**src/rtl/alu_issue_ctrl.sv**
```systemverilog
// Issue controller between decode and the 2-cycle ALU: RAW scoreboard, branch hold, redirect.
// Optional ALU_ISSUE_PERF_EN adds saturating stall/hazard/branch counters.
module alu_issue_ctrl #(
    parameter int cRegSelBitW = 5,
    parameter int cXLEN       = 32,
    parameter int PEND_DEPTH  = 3,
    parameter int BR_LAT      = 2
) (
    input  logic                   iClk,
    input  logic                   iRst,
    input  logic                   iValid,
    output logic                   oReady,
    input  logic [cRegSelBitW-1:0] iRs1Addr,
    input  logic [cRegSelBitW-1:0] iRs2Addr,
    input  logic                   iUseRs1,
    input  logic                   iUseRs2,
    input  logic [cRegSelBitW-1:0] iRdAddr,
    input  logic                   iWrRd,
    input  logic                   iIsReg,
    input  logic                   iIsMem,
    input  logic                   iIsBranch,
    output logic                   oRegDv,
    output logic                   oMemDv,
    output logic                   oBranchDv,
    input  logic                   iBranchDv,
    input  logic                   iBranchTaken,
    input  logic [cXLEN-1:0]       iBranchAddr,
    output logic                   oRedirect,
    output logic [cXLEN-1:0]       oRedirectAddr,
`ifdef ALU_ISSUE_PERF_EN
    output logic [31:0]            oStallCnt,
    output logic [31:0]            oHazardCnt,
    output logic [31:0]            oBranchCnt,
`endif
    output logic                   oBusy
);

    typedef enum logic [1:0] {
        RUN      = 2'd0,
        BR_WAIT  = 2'd1,
        REDIRECT = 2'd2
    } state_t;

    localparam int cCntW = $clog2(BR_LAT + 1);

    state_t                  r_state;
    logic [cCntW-1:0]        r_brCnt;
    logic [cXLEN-1:0]        r_redirAddr;
    logic [PEND_DEPTH-1:0]   r_sbValid;
    logic [cRegSelBitW-1:0]  r_sbRd [PEND_DEPTH];

    logic w_hazard;
    logic w_ready;
    logic w_issue;
    logic w_load;

    always_comb begin
        w_hazard = 1'b0;
        for (int i = 0; i < PEND_DEPTH; i++) begin
            if (r_sbValid[i]) begin
                if (iUseRs1 && (iRs1Addr != '0) && (iRs1Addr == r_sbRd[i]))
                    w_hazard = 1'b1;
                if (iUseRs2 && (iRs2Addr != '0) && (iRs2Addr == r_sbRd[i]))
                    w_hazard = 1'b1;
            end
        end
    end

    assign w_ready   = (r_state == RUN) && !w_hazard && iRst;
    assign w_issue   = iValid && w_ready;
    assign w_load    = w_issue && iWrRd && (iRdAddr != '0);

    assign oReady        = w_ready;
    assign oRegDv        = w_issue && iIsReg;
    assign oMemDv        = w_issue && iIsMem;
    assign oBranchDv     = w_issue && iIsBranch;
    assign oRedirect     = (r_state == REDIRECT);
    assign oRedirectAddr = r_redirAddr;
    assign oBusy         = (|r_sbValid) || (r_state != RUN);

    // Fixed-latency window: entries age out after PEND_DEPTH cycles
    always_ff @(posedge iClk or negedge iRst) begin
        if (!iRst) begin
            r_sbValid <= '0;
            for (int i = 0; i < PEND_DEPTH; i++)
                r_sbRd[i] <= '0;
        end else begin
            for (int i = PEND_DEPTH - 1; i > 0; i--) begin
                r_sbValid[i] <= r_sbValid[i-1];
                r_sbRd[i]    <= r_sbRd[i-1];
            end
            r_sbValid[0] <= w_load;
            r_sbRd[0]    <= iRdAddr;
        end
    end

    always_ff @(posedge iClk or negedge iRst) begin
        if (!iRst) begin
            r_state     <= RUN;
            r_brCnt     <= '0;
            r_redirAddr <= '0;
        end else begin
            unique case (r_state)
                RUN: begin
                    if (w_issue && iIsBranch) begin
                        r_state <= BR_WAIT;
                        r_brCnt <= cCntW'(BR_LAT);
                    end
                end
                BR_WAIT: begin
                    if (r_brCnt != '0)
                        r_brCnt <= r_brCnt - 1'b1;
                    if (iBranchDv) begin
                        if (iBranchTaken) begin
                            r_state     <= REDIRECT;
                            r_redirAddr <= iBranchAddr;
                        end else begin
                            r_state <= RUN;
                        end
                        r_brCnt <= '0;
                    end else if (r_brCnt <= cCntW'(1)) begin
                        // No result within the window: resume as not taken
                        r_state <= RUN;
                    end
                end
                REDIRECT: begin
                    r_state <= RUN;
                end
                default: begin
                    r_state <= RUN;
                end
            endcase
        end
    end

`ifdef ALU_ISSUE_PERF_EN
    logic [31:0] r_stallCnt;
    logic [31:0] r_hazardCnt;
    logic [31:0] r_branchCnt;

    always_ff @(posedge iClk or negedge iRst) begin
        if (!iRst) begin
            r_stallCnt  <= '0;
            r_hazardCnt <= '0;
            r_branchCnt <= '0;
        end else begin
            if (iValid && !w_ready && (r_stallCnt != '1))
                r_stallCnt <= r_stallCnt + 32'd1;
            if (iValid && w_hazard && (r_state == RUN) && (r_hazardCnt != '1))
                r_hazardCnt <= r_hazardCnt + 32'd1;
            if ((r_state == REDIRECT) && (r_branchCnt != '1))
                r_branchCnt <= r_branchCnt + 32'd1;
        end
    end

    assign oStallCnt  = r_stallCnt;
    assign oHazardCnt = r_hazardCnt;
    assign oBranchCnt = r_branchCnt;
`endif

endmodule

```
**config.mk**
```make
export PLATFORM = sky130hd
export DESIGN_NAME = alu_issue_ctrl
export DESIGN_NICKNAME = d
export VERILOG_FILES = /design/src/rtl/alu_issue_ctrl.sv
export SDC_FILE = /design/constraint.sdc
export NUM_CORES = 1
export LEC_CHECK = 0
export BUFFER_PORTS_ARGS = -buffer_cell sky130_fd_sc_hd__buf_4
export CORE_MARGIN = 1.5
export CORE_UTILIZATION = 51
export DETAILED_ROUTE_END_ITERATION = 8
export PLACE_DENSITY_LB_ADDON = 0.08
export SETUP_SLACK_MARGIN = 0.1
export SLEW_MARGIN = 0
export SYNTH_ARGS = -nofsm -noshare
export SYNTH_HDL_FRONTEND = slang
export SYNTH_SLANG_ARGS = --single-unit
```
**constraint.sdc**
```tcl
create_clock -name iClk -period 4.1 [get_ports iClk]
set_clock_uncertainty 0.05 [all_clocks]
set_input_delay 0.82 -clock iClk [delete_from_list [all_inputs] [get_ports iClk]]
set_output_delay 0.82 -clock iClk [all_outputs]
set_load 0.02 [all_outputs]
```
# Yosys cells after proc, flatten, opt, wreduce, memory -nomap -nowiden
# Index checks and enable logic that the tools add are counted.
# totals
reg_bits,54
input_bits,58
output_inout_bits,38
wordCells,67
# op_classes
n_addsub,1
n_lt_le_gt_ge,1
eq_ne,11
n_mux,18
reduce_logical,29
# ops
cell,count
equality test 5 bit,6
logical AND 1 bit,16
nonzero test 5 bit,3
2-to-1 mux 2 bit,7
2-to-1 mux 1 bit,9
case mux 2 bit (2 select lines),2
"!= test 3 bit, second input constant",2
AND reduction 3 bit,2
nonzero test 2 bit,3
OR reduction 3 bit,1
"equality test 2 x 1 -> 1 bit, second input constant",1
"equality test 2 bit, second input constant",1
"less-or-equal comparator 2 x 1 -> 1 bit, second input constant",1
logical NOT 2 bit,1
"!= test 2 bit, second input constant",1
AND reduction 2 bit,1
"subtractor 2 x 1 -> 2 bit, second input constant",1
logical NOT 1 bit,1
logical OR 1 bit,1

# Longest topological paths before layout
# Gate-level depths: netlist (run 1).
# logic_depth
word_depth,19
mapped_depth,7
ltp_nobuf,7

# Worst setup path after synthesis (run 1)
# Ideal clock, no wire load.
# synth_path
path_kind,input to output
from,input port iRs1Addr[1]
to,output port oMemDv
t_arrival_ns,2.153
t_required_ns,3.230
path_slack_ns,1.077
path_stages,5
n_path_buf,0
cell_sequence,or4_1 > o21ai_1 > a31o_1 > and3_2 > and3_1
# synth_between
elab_chain_cells,17
word_cells_on_any_way,22
cone_classes,eq/ne: 3; mux: 9; reduce/logical: 10
# synth_lines
element,line,source
from (decl),13,"input logic [cRegSelBitW-1:0] iRs1Addr,"
nonzero test 5 bit,61,if (iUseRs1 && (iRs1Addr != '0) && (iRs1Addr == r_sbRd[i]))
logical AND 1 bit (2 in a row),61,
2-to-1 mux 1 bit,61,
2-to-1 mux 1 bit,63,if (iUseRs2 && (iRs2Addr != '0) && (iRs2Addr == r_sbRd[i]))
2-to-1 mux 1 bit,60,if (r_sbValid[i]) begin
2-to-1 mux 1 bit,61,
2-to-1 mux 1 bit,63,
2-to-1 mux 1 bit,60,
2-to-1 mux 1 bit,61,
2-to-1 mux 1 bit,63,
2-to-1 mux 1 bit (*),60,
logical NOT 1 bit (*),69,assign w_ready = (r_state == RUN) && !w_hazard && iRst;
logical AND 1 bit (*) (2 in a row),69,
named net oReady,12,"output logic oReady,"
logical AND 1 bit (*),70,assign w_issue = iValid && w_ready;
logical AND 1 bit (*),75,assign oMemDv = w_issue && iIsMem;
to (decl),23,"output logic oMemDv,"
# Mark *: on every way through the listed nets, which the timed path passes. The rest lies on a longest branch.

# Worst setup path after layout (run 1)
# layout_path
from,input port iRs1Addr[1]
to,output port oRegDv
# layout_between
elab_chain_cells,17
word_cells_on_any_way,22
cone_classes,eq/ne: 3; mux: 9; reduce/logical: 10
# layout_lines
element,line,source
nonzero test 5 bit,61,
logical AND 1 bit (2 in a row),61,
2-to-1 mux 1 bit,61,
2-to-1 mux 1 bit,63,
2-to-1 mux 1 bit,60,
2-to-1 mux 1 bit,61,
2-to-1 mux 1 bit,63,
2-to-1 mux 1 bit,60,
2-to-1 mux 1 bit,61,
2-to-1 mux 1 bit,63,
2-to-1 mux 1 bit (*),60,
logical NOT 1 bit (*),69,
logical AND 1 bit (*) (2 in a row),69,
logical AND 1 bit (*),70,
logical AND 1 bit (*),74,assign oRegDv = w_issue && iIsReg;
to (decl),22,"output logic oRegDv,"
# Every way passes the cells marked *; elsewhere a longest branch is shown, timed or not.

==> results of run 1 <==
==> metal layers <==
layer  vias to the layer above  share of wire [%]  global-route usage, %
met4                         0                1.5                   8.60
met2                        92                 47                   34.9
met5                         -                  0                      0
met1                       929                 43                   29.1
met3                         8                8.2                   6.13
li1                        972                  -                      -
==> area by class of cell <==
type,instances,area (sq um)
inverters,5,18.8
well taps,52,65.1
clock buffers,7,76.3
repair buffers,97,728
multi-input cells,175,947
flip-flops and latches,54,1350
clock inverters,1,30.0
fillers,331,1170
==> cell usage in the layout (no fill, tap or decap), drive strengths merged, types with 2 or more instances in the layout <==
| cell | synthesis | layout |
|---|---|---|
| nor2b | 2 | 2 |
| inv | 5 | 5 |
| or4 | 2 | 2 |
| nor2 | 2 | 2 |
| buf | 3 | 97 |
| dfrtp | 54 | 54 |
| o21ai | 2 | 2 |
| clkbuf | 3 | 7 |
| and3 | 3 | 3 |
| nand3 | 6 | 6 |
| xor2 | 17 | 17 |
| ha | 2 | 2 |
| nor4 | 4 | 4 |
| a21oi | 3 | 3 |
| nor3 | 2 | 2 |
| xnor2 | 13 | 13 |
| nand4 | 3 | 3 |
| nand2 | 102 | 102 |
==> state kept, by name (all words and copies together) (netlist names) <==
register	cells
oRedirectAddr	32
r_brCnt	2
r_sbRd	15
r_sbValid	3
r_state	2
==> worst register-to-register path, delay by kind of cell (launching register included) <==
family        cells  cell delay [ns]
flops             1             0.39
simple gates      4             0.60
buf+inv           2             1.02
==> final timing paths <==
path                             start           endpoint  slack (ns)  depth (start not counted)
max                        iRs1Addr[1]             oRegDv        0.87                          7
min                               iRst         r_state[0]        0.27                          1
max reg2reg                 r_state[0]   oRedirectAddr[9]        1.99                          6
min reg2reg                 r_sbRd[10]          r_sbRd[5]        0.40                          0
max in group asynchronous         iRst  oRedirectAddr[27]        2.95                          2
min in group iClk           r_sbRd[10]          r_sbRd[5]        0.40                          0
==> Yosys cell counts (all sizes together) (2+ instances only) <==
library cell,instances
nor4,4
and3,3
or4,2
xor2,17
clkbuf,3
nor2,2
ha,2
nor3,2
buf,3
inv,5
nand3,6
o21ai,2
xnor2,13
nand4,3
a21oi,3
dfrtp,54
nand2,102
nor2b,2
==> metrics by stage <==
stage	setup WS, ns	power, mW	hold WS (ns)
finish	0.867	1.81	0.272
global route	0.793	1.91	0.266
CTS	0.871	1.83	0.268
detailed placement	0.872	1.48	0.385
global placement	0.924	1.46	0.380
floorplan	1.08	1.14	0.345
==> cell families (layout without fill, tap and decap cells) <==
family	count (synthesis)	after routing	share of synthesized area, %
and+or+nand+nor	127	127	23.0
DFF	54	54	57.8
xor gates and xnor gates	30	30	11.2
buffers and inverters	11	110	1.76
AOI/OAI and AO/OA	16	16	5.13
adders and majority gates	2	2	1.07
==> power by group through the flow <==
stage	clock [mW]	sequential (mW)	combinational, mW
4_1_cts	0.355	0.781	0.692
3_3_place_gp	0	0.787	0.675
6_report	0.347	0.781	0.683
5_1_grt	0.373	0.801	0.740
2_1_floorplan	0	0.956	0.180
3_5_place_dp	0	0.787	0.693
==> metrics.md, run 1 <==
| Metric | Value |
|---|---|
| Slowest cell on crit path | sky130_fd_sc_hd__or4_1 |
| Pin count of the biggest net entering global routing | 49 |
| Proportion of netlist area held by the largest area contributor | between 50% and 60% |
| Count of antenna diodes in the layout | 0 |
| Number of endpoints with negative hold slack in the final report | 0 |
| Via count of the first global-routing pass | 1947 |
| Setup TNS after final layout | 0 ns |
| Register clock-pin slew on the reported worst setup and hold paths | roughly 0.090 ns |
| Startpoint-to-endpoint class of the critical path | in -> out |
| Kind of end point of the critical path | output port |
| Cell with the most instances on the worst path | sky130_fd_sc_hd__buf_4 |
| Gate family responsible for the most delay along the worst path | simple AND/OR/NAND/NOR gates |
| Antenna viol nets, final | 0 |
| Final count of negative-setup-slack endpoints | 0 |
| Cells along the critical path | buf_4, or4_1, o21ai_1, a31o_1, and3_2, and3_1, buf_4 |
| Area added between synthesis and finish | 37.5% |
| Cell types occupying the most area after synthesis | sky130_fd_sc_hd__dfrtp_1 58%, sky130_fd_sc_hd__nand2_1 16%, sky130_fd_sc_hd__xor2_1 6.4% |
| Power share of the clock group | about a fifth |
| Share of cells above drive strength 1 | 31.9% |
| Global-route wire length before repair | 8.72 mm |
| Maximum resistive drop on vdd | 0.000341 V |
| Net count after synthesis | 300 |
| Net switching power | 0.635 mW |
| Top-Level Pins | 96 |
| Cell Pwr Density | 563 nW/um^2 |
| Leakage power | 1.70 nW |
| Total instance count after detailed placement | ~380 |
| Post-synth EDFFs | 0 |
| Class of the worst hold path | in -> async |
| Y dimension of the die | 70.7 microns |
| Area of all placed cells without fillers | 3220 sq um |
| Critical path data arrival time | approximately 2.4 ns |
| DR vias | 2001 |
| Finished Layout Cells | about 390 |
| Worst path bufs/invs | 2 |
| Horizontal die dimension | 70.7 microns |
| Routed wire length per instance | 13.6 microns |
| Overall track demand over capacity in global routing | roughly 22% |
| Portion of the clock cycle consumed by the worst path in the final layout | 78.8% |
| Largest area contributor in the netlist | sky130_fd_sc_hd__dfrtp_1 |
| Post_cts resized | 0 |
| Avg Inst Size Synth | 9.75 sq um |
| Startpoint Class | input port |
| Count of buffers added by post-CTS timing repair for setup | 0 |
| Total wire length after detailed routing | between 5 and 6 mm |
| Clk sink count | 54 |
| FMAX | 0.309 GHz |
| Number of hold-repair buffers added at the cts stage | 0 |
| Antenna violations before repair | 0 |
| Final worst path period need | 3.23 ns |
| Die Outline Area | ~5000 sq um |
| Vias per Instance | 5.12 |
| Synth Cell Area | 2340 sq um |
| TritonCTS buffer count | 5 |
| Starting density of the core | 53.4% |
| Internal Dissipation | around 1.2 mW |
| Post-Synthesis Cells | 240 |
| Relative slew margins | 34.2% |
| Utilization of the core after routing | 73.4% |
| Slew of the pin with the lowest slew margin | 0.986 ns |
| Async set-reset flop share out of synthesis | 100% |
| Detailed placer's ending HPWL | 3.98 mm |
| DRC marker count from the first detailed-route iteration | approximately 140 |
| Number of design rule violations left after detail routing | 0 |
| Number of cell rows | 24 |
| Number of warnings issued by yosys | 0 |
| Max-cap violations | 0 |
| Combinational power share | 37.7% |
| Register bit total from synthesis | 54 |
| Slowest stage delay, CP | ~0.51 ns |
| Unrepaired setup endpoints after global routing | false |
| Unique masters post-synth | 35 |
| Insertion delay to the later sink of the worst-skew pair | about 0.3 ns |
| Maximum level of the CTS H-tree | 2 |
| Required arrival time at the worst endpoint | ~3.2 ns |
| Outcome | completed |
| Dominant register cell in the synthesized netlist | sky130_fd_sc_hd__dfrtp_1 |
| Area of the core | 4380 sq um |
| Fin nets | around 400 |
| Final global-route overflow total | 0 |
| Post-detailed-placement cell area | 3110 sq um |
| TritonCTS clock tree | built |
| Part of the total power dissipated in sequential elements | 43.1% |
| Maximum buffer depth of the clock tree | 2 |
| Cell chosen for the clock root | sky130_fd_sc_hd__clkbuf_8 |
| Port Buf Inserts | 95 |
| Count of pins over their slew limit | 0 |
| Part of the Yosys area used for sequential elements | between 50% and 60% |
| First drt pass iteration count | 4 |
| Final Wtd Congestion | 0.898 |
| Biggest fanout along the worst timing path | 4 |
| Net switching share of the total power | 35.0% |
Note: power is estimated with default switching activity, not from simulation.
==> run 2: changes to the inputs <==
--- a/config.mk
+++ b/config.mk
@@ -7,7 +7,7 @@
 export LEC_CHECK = 0
 export BUFFER_PORTS_ARGS = -buffer_cell sky130_fd_sc_hd__buf_4
 export CORE_MARGIN = 1.5
-export CORE_UTILIZATION = 51
+export CORE_UTILIZATION = 48
 export DETAILED_ROUTE_END_ITERATION = 8
 export PLACE_DENSITY_LB_ADDON = 0.08
 export SETUP_SLACK_MARGIN = 0.1
==> constraint.sdc (replaced) <==
create_clock -name iClk -period 3.33 [get_ports iClk]
set_clock_uncertainty 0.05 [all_clocks]
set_input_delay 0.666 -clock iClk [delete_from_list [all_inputs] [get_ports iClk]]
set_output_delay 0.666 -clock iClk [all_outputs]
set_load 0.02 [all_outputs]
==> metrics.md, run 2 (synthesis results as in run 1) <==
| Metric | Value |
|---|---|
| Final Wtd Congestion | 0.856 |
| Biggest fanout along the worst timing path | 4 |
| Number of endpoints with negative hold slack in the final report | 0 |
| Area of all placed cells without fillers | 3230 sq um |
| Total instance count after detailed placement | 398 |
| Relative slew margins | 34.4% |
| Count of pins over their slew limit | 0 |
| Antenna violations before repair | 0 |
| Worst setup slack for register-to-register paths | 1.45 ns |
| Total wire length after detailed routing | 5.46 mm |
| FMAX | 0.342 GHz |
| Number of cell rows | 25 |
| Outcome | completed |
| Tightest hold margin | 0.148 ns |
| Vias per Instance | 4.93 |
| Net switching power | 0.790 mW |
| Terminus of the critical flop-to-flop path | r_brCnt[1] |
| Startpoint Class | input port |
| Count of antenna diodes in the layout | 0 |
| Max-cap violations | 0 |
| Final count of negative-setup-slack endpoints | 0 |
| Port Buf Inserts | 95 |
| Cell chosen for the clock root | sky130_fd_sc_hd__clkbuf_8 |
| Starting density of the core | around 50% |
| Cell with the most instances on the worst path | sky130_fd_sc_hd__buf_4 |
| Internal Dissipation | about 1.4 mW |
| Sequential standard cell area | roughly 1400 sq um |
| Count of buffers added by post-CTS timing repair for setup | 0 |
| Fin nets | 398 |
| Maximum level of the CTS H-tree | 2 |
| Final worst path period need | 2.93 ns |
| Maximum buffer depth of the clock tree | 2 |
| TritonCTS buffer count | 5 |
| Number of hold-repair buffers added at the cts stage | 0 |
| Via count of the first global-routing pass | 1945 |
| Startpoint-to-endpoint class of the critical path | in -> out |
| Die Outline Area | 5300 sq um |
| TritonCTS clock tree | built |
| Global-route wire length before repair | slightly below 9 mm |
| Register clock-pin slew on the reported worst setup and hold paths | 0.10 ns |
| R2R depth | 7 |
| Combinational power share | 38.1% |
| Setup TNS after final layout | 0 ns |
| Gate family responsible for the most delay along the worst path | simple AND/OR/NAND/NOR gates |
| Part of the total power dissipated in sequential elements | 43.7% |
| Post-layout power | ~2.2 mW |
| Portion of the clock cycle consumed by the worst path in the final layout | 87.9% |
| DR vias | 2000 |
| Slowest stage delay, CP | around 0.30 ns |
| Most used cells in the layout excluding fill and tap cells | 102 x sky130_fd_sc_hd__nand2_1, 97 x sky130_fd_sc_hd__buf_4, 54 x sky130_fd_sc_hd__dfrtp_1, 17 x sky130_fd_sc_hd__xor2_1, 13 x sky130_fd_sc_hd__xnor2_1 |
| Kind of end point of the critical path | output port |
| Cells along the critical path | buf_4, xor2_1, nor4_1, nand3_1, a31o_1, and3_2, and3_1, buf_4 |
| Class of the worst hold path | in -> async |
| DRC marker count from the first detailed-route iteration | 114 |
| Number of flip-flops under the largest register name | 32 |
| Top-Level Pins | 96 |
| Overall track demand over capacity in global routing | between 20% and 30% |
| Required arrival time at the worst endpoint | 2.61 ns |
| Unrepaired setup endpoints after global routing | false |
| Final global-route overflow total | 0 |
| Post-detailed-placement cell area | 3130 sq um |
| Slew of the pin with the lowest slew margin | 0.983 ns |
| Clk sink count | 54 |
| Finished Layout Cells | 406 |
| Detailed placer's ending HPWL | 4.08 mm |
| Post_cts resized | 0 |
| Net switching share of the total power | a little over a third |
| Power share of the clock group | 18.2% |
| Leakage power | about 1.7 nW |
| Routed wire length per instance | between 10 and 15 microns |
| Cell Pwr Density | 681 nW/um^2 |
| Worst path bufs/invs | 2 |
| Horizontal die dimension | 72.8 microns |
| Area of the core | between 4000 and 5000 sq um |
| Area added between synthesis and finish | 38.2% |
| Slowest cell on crit path | sky130_fd_sc_hd__nor4_1 |
| Critical path data arrival time | 2.21 ns |
| Share of cells above drive strength 1 | 32.4% |
| Fill count | 402 |
| Area occupied by multi-input gates | around 950 sq um |
| Number of design rule violations left after detail routing | 0 |
| Insertion delay to the later sink of the worst-skew pair | 0.30 ns |
| Most common cell after layout, fill and taps aside | sky130_fd_sc_hd__nand2_1 |
| Reg-to-reg startpoint | r_sbRd[4] |
| Pin count of the biggest net entering global routing | 43 |
| Antenna viol nets, final | 0 |
| First drt pass iteration count | 4 |
| Y dimension of the die | 72.8 microns |
| Maximum resistive drop on vdd | 0.000428 V |
==> run 2: how the worst max path moves through the flow <==
stage,start,cells after the start,endpoint,slack [ns]
2_1_floorplan,iRs1Addr[1],5,oMemDv,0.62
3_3_place_gp,iRs1Addr[4],8,oMemDv,0.44
3_5_place_dp,iRs1Addr[4],8,oMemDv,0.42
4_1_cts,iRs1Addr[4],8,oRegDv,0.41
5_1_grt,iRs1Addr[4],8,oMemDv,0.30
6_report,iRs1Addr[4],8,oRegDv,0.40
==> run 2: worst register-to-register path: stages, from the launching register on <==
cell and delay [ns]:
sky130_fd_sc_hd__dfrtp_1 0.42, sky130_fd_sc_hd__xor2_1 0.15, sky130_fd_sc_hd__nor4_1 0.30, sky130_fd_sc_hd__nand3_1 0.14
sky130_fd_sc_hd__a31o_1 0.25, sky130_fd_sc_hd__nand3_2 0.08, sky130_fd_sc_hd__inv_2 0.05, sky130_fd_sc_hd__o32a_1 0.33
==> run 2: per-stage QoR <==
step	setup WS (ns)	utilization (%)
6_report	0.402	68.5
5_1_grt	0.303	68.5
4_1_cts	0.407	68.5
3_5_place_dp	0.417	66.3
3_3_place_gp	0.438	66.3
2_1_floorplan	0.615	-
==> run 2: area by class of cell <==
| cell class | count | share of cell area [%] |
|---|---|---|
| Clock inverter | 1 | 0.271 |
| Inverter | 5 | 0.580 |
| Sequential cell | 54 | 41.8 |
| Multi-Input combinational cell | 175 | 29.3 |
| Tap cell | 67 | 2.59 |
| Timing Repair Buffer | 97 | 22.5 |
| Clock buffer | 7 | 2.98 |
==> run 2: power by group through the flow <==
stage	Clock, mW	Sequential (mW)	Combinational [mW]
6_report	0.400	0.963	0.840
3_5_place_dp	0	0.971	0.852
5_1_grt	0.432	0.990	0.920
4_1_cts	0.408	0.965	0.850
3_3_place_gp	0	0.970	0.832
2_1_floorplan	0	1.18	0.222
==> run 2: per-layer routing <==
metal | track usage [%] | wire, microns | up-vias | share of wire [%]
li1 | - | - | 969 | -
met2 | 34.5 | 2560 | 93 | 47
met5 | 0 | 0 | - | 0
met1 | 28.3 | 2340 | 927 | 43
met3 | 6.91 | 444 | 11 | 8.1
met4 | 7.97 | 119 | 0 | 2.2
==> run 3: changes to the inputs <==
--- a/config.mk
+++ b/config.mk
@@ -6,10 +6,13 @@
 export NUM_CORES = 1
 export LEC_CHECK = 0
 export BUFFER_PORTS_ARGS = -buffer_cell sky130_fd_sc_hd__buf_4
+export CELL_PAD_IN_SITES_DETAIL_PLACEMENT = 0
+export CELL_PAD_IN_SITES_GLOBAL_PLACEMENT = 2
 export CORE_MARGIN = 1.5
-export CORE_UTILIZATION = 48
+export CORE_UTILIZATION = 27
 export DETAILED_ROUTE_END_ITERATION = 8
 export PLACE_DENSITY_LB_ADDON = 0.08
+export RECOVER_POWER = 50
 export SETUP_SLACK_MARGIN = 0.1
 export SLEW_MARGIN = 0
 export SYNTH_ARGS = -nofsm -noshare
==> metrics.md, run 3 (synthesis results as in run 1) <==
| Metric | Value |
|---|---|
| Outcome | complete, but fails checks |
| Failing checks | capacitance limit, slew limit |
| Routed wire length per instance | between 10 and 15 microns |
| Count of antenna diodes in the layout | 0 |
| Cell Pwr Density | 687 nW/um^2 |
| Total instance count after detailed placement | around 440 |
| Vias per Instance | 4.31 |
| Number of flip-flops under the largest register name | 32 |
| Cell with the most instances on the worst path | sky130_fd_sc_hd__buf_4 |
| Setup TNS after final layout | 0 ns |
| Total wire length after detailed routing | between 6 and 7 mm |
| DR vias | about 1900 |
| Port Buf Inserts | 95 |
| Worst path bufs/invs | 2 |
| TritonCTS buffer count | 5 |
| Startpoint Class | input port |
| Count of buffers added by post-CTS timing repair for setup | 0 |
| Most used cells in the layout excluding fill and tap cells | 102 x sky130_fd_sc_hd__nand2_1, 90 x sky130_fd_sc_hd__buf_4, 54 x sky130_fd_sc_hd__dfrtp_1, 17 x sky130_fd_sc_hd__xor2_1, 13 x sky130_fd_sc_hd__xnor2_1 |
| Slowest cell on crit path | sky130_fd_sc_hd__or4_1 |
| First drt pass iteration count | 3 |
| Share of cells above drive strength 1 | 31.5% |
| Die Outline Area | 9230 sq um |
| Area of the core | 8300 sq um |
| Count of pins over their slew limit | 33 |
| Kind of end point of the critical path | output port |
| Number of hold-repair buffers added at the cts stage | 0 |
| Final Wtd Congestion | 0.813 |
| Number of endpoints with negative hold slack in the final report | 0 |
| Slew of the pin with the lowest slew margin | 1.52 ns |
| DRC marker count from the first detailed-route iteration | 65 |
| TritonCTS clock tree | built |
| Final count of negative-setup-slack endpoints | 0 |
| Final global-route overflow total | 0 |
| Insertion delay to the later sink of the worst-skew pair | roughly 0.31 ns |
| Post_cts resized | 0 |
| Slowest stage delay, CP | between 0.5 and 0.6 ns |
| Pin count of the biggest net entering global routing | 53 |
| Top-Level Pins | 96 |
| Maximum level of the CTS H-tree | 2 |
| Finished Layout Cells | 445 |
| Leakage power | 1.70 nW |
| Fill count | around 860 |
| Overall track demand over capacity in global routing | 14.6% |
| Biggest fanout along the worst timing path | 4 |
| Most common cell after layout, fill and taps aside | sky130_fd_sc_hd__nand2_1 |
| Maximum buffer depth of the clock tree | 2 |
| Global-route wire length before repair | 10.0 mm |
| Number of design rule violations left after detail routing | 0 |
| Horizontal die dimension | 96.1 microns |
| Gate family responsible for the most delay along the worst path | simple AND/OR/NAND/NOR gates |
| Wire length on met2 | 2.87 mm |
| Clk sink count | 54 |
| DR WL met3 | between 400 and 500 microns |
| Portion of the clock cycle consumed by the worst path in the final layout | approximately 89% |
| Startpoint-to-endpoint class of the critical path | in -> out |
| Y dimension of the die | 96.1 microns |
| Cell chosen for the clock root | sky130_fd_sc_hd__clkbuf_8 |
| Relative slew margins | -1.06% |
| Cells along the critical path | buf_4, or4_1, o21ai_1, a31o_1, and3_2, and3_1, buf_4 |
| Register clock-pin slew on the reported worst setup and hold paths | around 0.1 ns |
| Critical path data arrival time | 2.24 ns |
| Max-cap violations | 1 |
| Highest layer used for signal routing | met4 |
| Unrepaired setup endpoints after global routing | false |
| Starting density of the core | between 20% and 30% |
| Required arrival time at the worst endpoint | around 2.6 ns |
| Final worst path period need | 2.96 ns |
| Area occupied by multi-input gates | 947 sq um |
| Number of cell rows | 33 |
| Area added between synthesis and finish | 40.2% |
| Antenna violations before repair | 0 |
| Detailed placer's ending HPWL | 4.78 mm |
| Sequential standard cell area | 1350 sq um |
| Utilization of the core after routing | 39.5% |
| FMAX | 0.338 GHz |
| Wire length on met1 | 3.01 mm |
| Antenna viol nets, final | 0 |
| Class of the worst hold path | in -> async |
| Via count of the first global-routing pass | 1939 |
| Fin nets | approximately 400 |
| Maximum resistive drop on vdd | 0.000258 V |
run 3: cell count changes in the layout (fill, tap and decap cells not counted), sizes merged:
cell | before | now
bufinv | 0 | 1
clkbuf | 7 | 13
inv | 5 | 6
buf | 97 | 90
run 3: layout make-up:
class / count / share of cell area [%]
Clock buffer: 5 / 2.10
Clock inverter: 3 / 1.34
Inverter: 5 / 0.572
Multi-Input combinational cell: 175 / 28.9
Sequential cell: 54 / 41.2
Tap cell: 105 / 4.01
Timing Repair Buffer: 98 / 21.9
run 3: where the power goes:
part / switching, mW / internal (mW) / leakage [nW] / total (mW)
Clock: 0.226 / 0.226 / 0.0585 / 0.452
Sequential: 0.111 / 0.848 / 0.671 / 0.960
Combinational: 0.471 / 0.371 / 0.969 / 0.842
Total: 0.808 / 1.45 / 1.70 / 2.25
run 3: final timing paths:
path / start / endpoint / slack, ns / depth (start not counted)
min in group iClk: r_sbRd[12] / r_sbRd[7] / 0.41 / 0
setup / recovery: iRs1Addr[1] / oRegDv / 0.37 / 7
hold / removal: iRst / r_state[1] / 0.15 / 1
hold reg to reg: r_sbRd[12] / r_sbRd[7] / 0.41 / 0
max in group asynchronous: iRst / r_sbRd[14] / 1.50 / 2
setup reg to reg: r_state[0] / oRedirectAddr[25] / 1.15 / 5
run 3: worst register-to-register path, delay by kind of cell (launching register included):
family | cells | cell delay (ns)
buf+inv | 1 | 1.10
flops | 1 | 0.41
simple gates | 4 | 0.56
run 3: layer usage:
layer | GRT usage [%] | up-vias
met4 | 4.41 | 0
li1 | - | 972
met3 | 4.50 | 6
met1 | 19.9 | 885
met2 | 22.1 | 53
met5 | 0 | -
run 3: through the flow:
step / worst slack [ns] / hold WS [ns] / cell area (sq um) / total power [mW]
final: 0.370 / 0.155 / 3280 / 2.25
after floorplan: 0.615 / 0.320 / 2340 / 1.40
after global placement: 0.366 / 0.384 / 3180 / 1.83
after detailed placement: 0.351 / 0.386 / 3180 / 1.83
after CTS: 0.350 / 0.0779 / 3300 / 2.29
after global routing: 0.265 / 0.155 / 3280 / 2.41
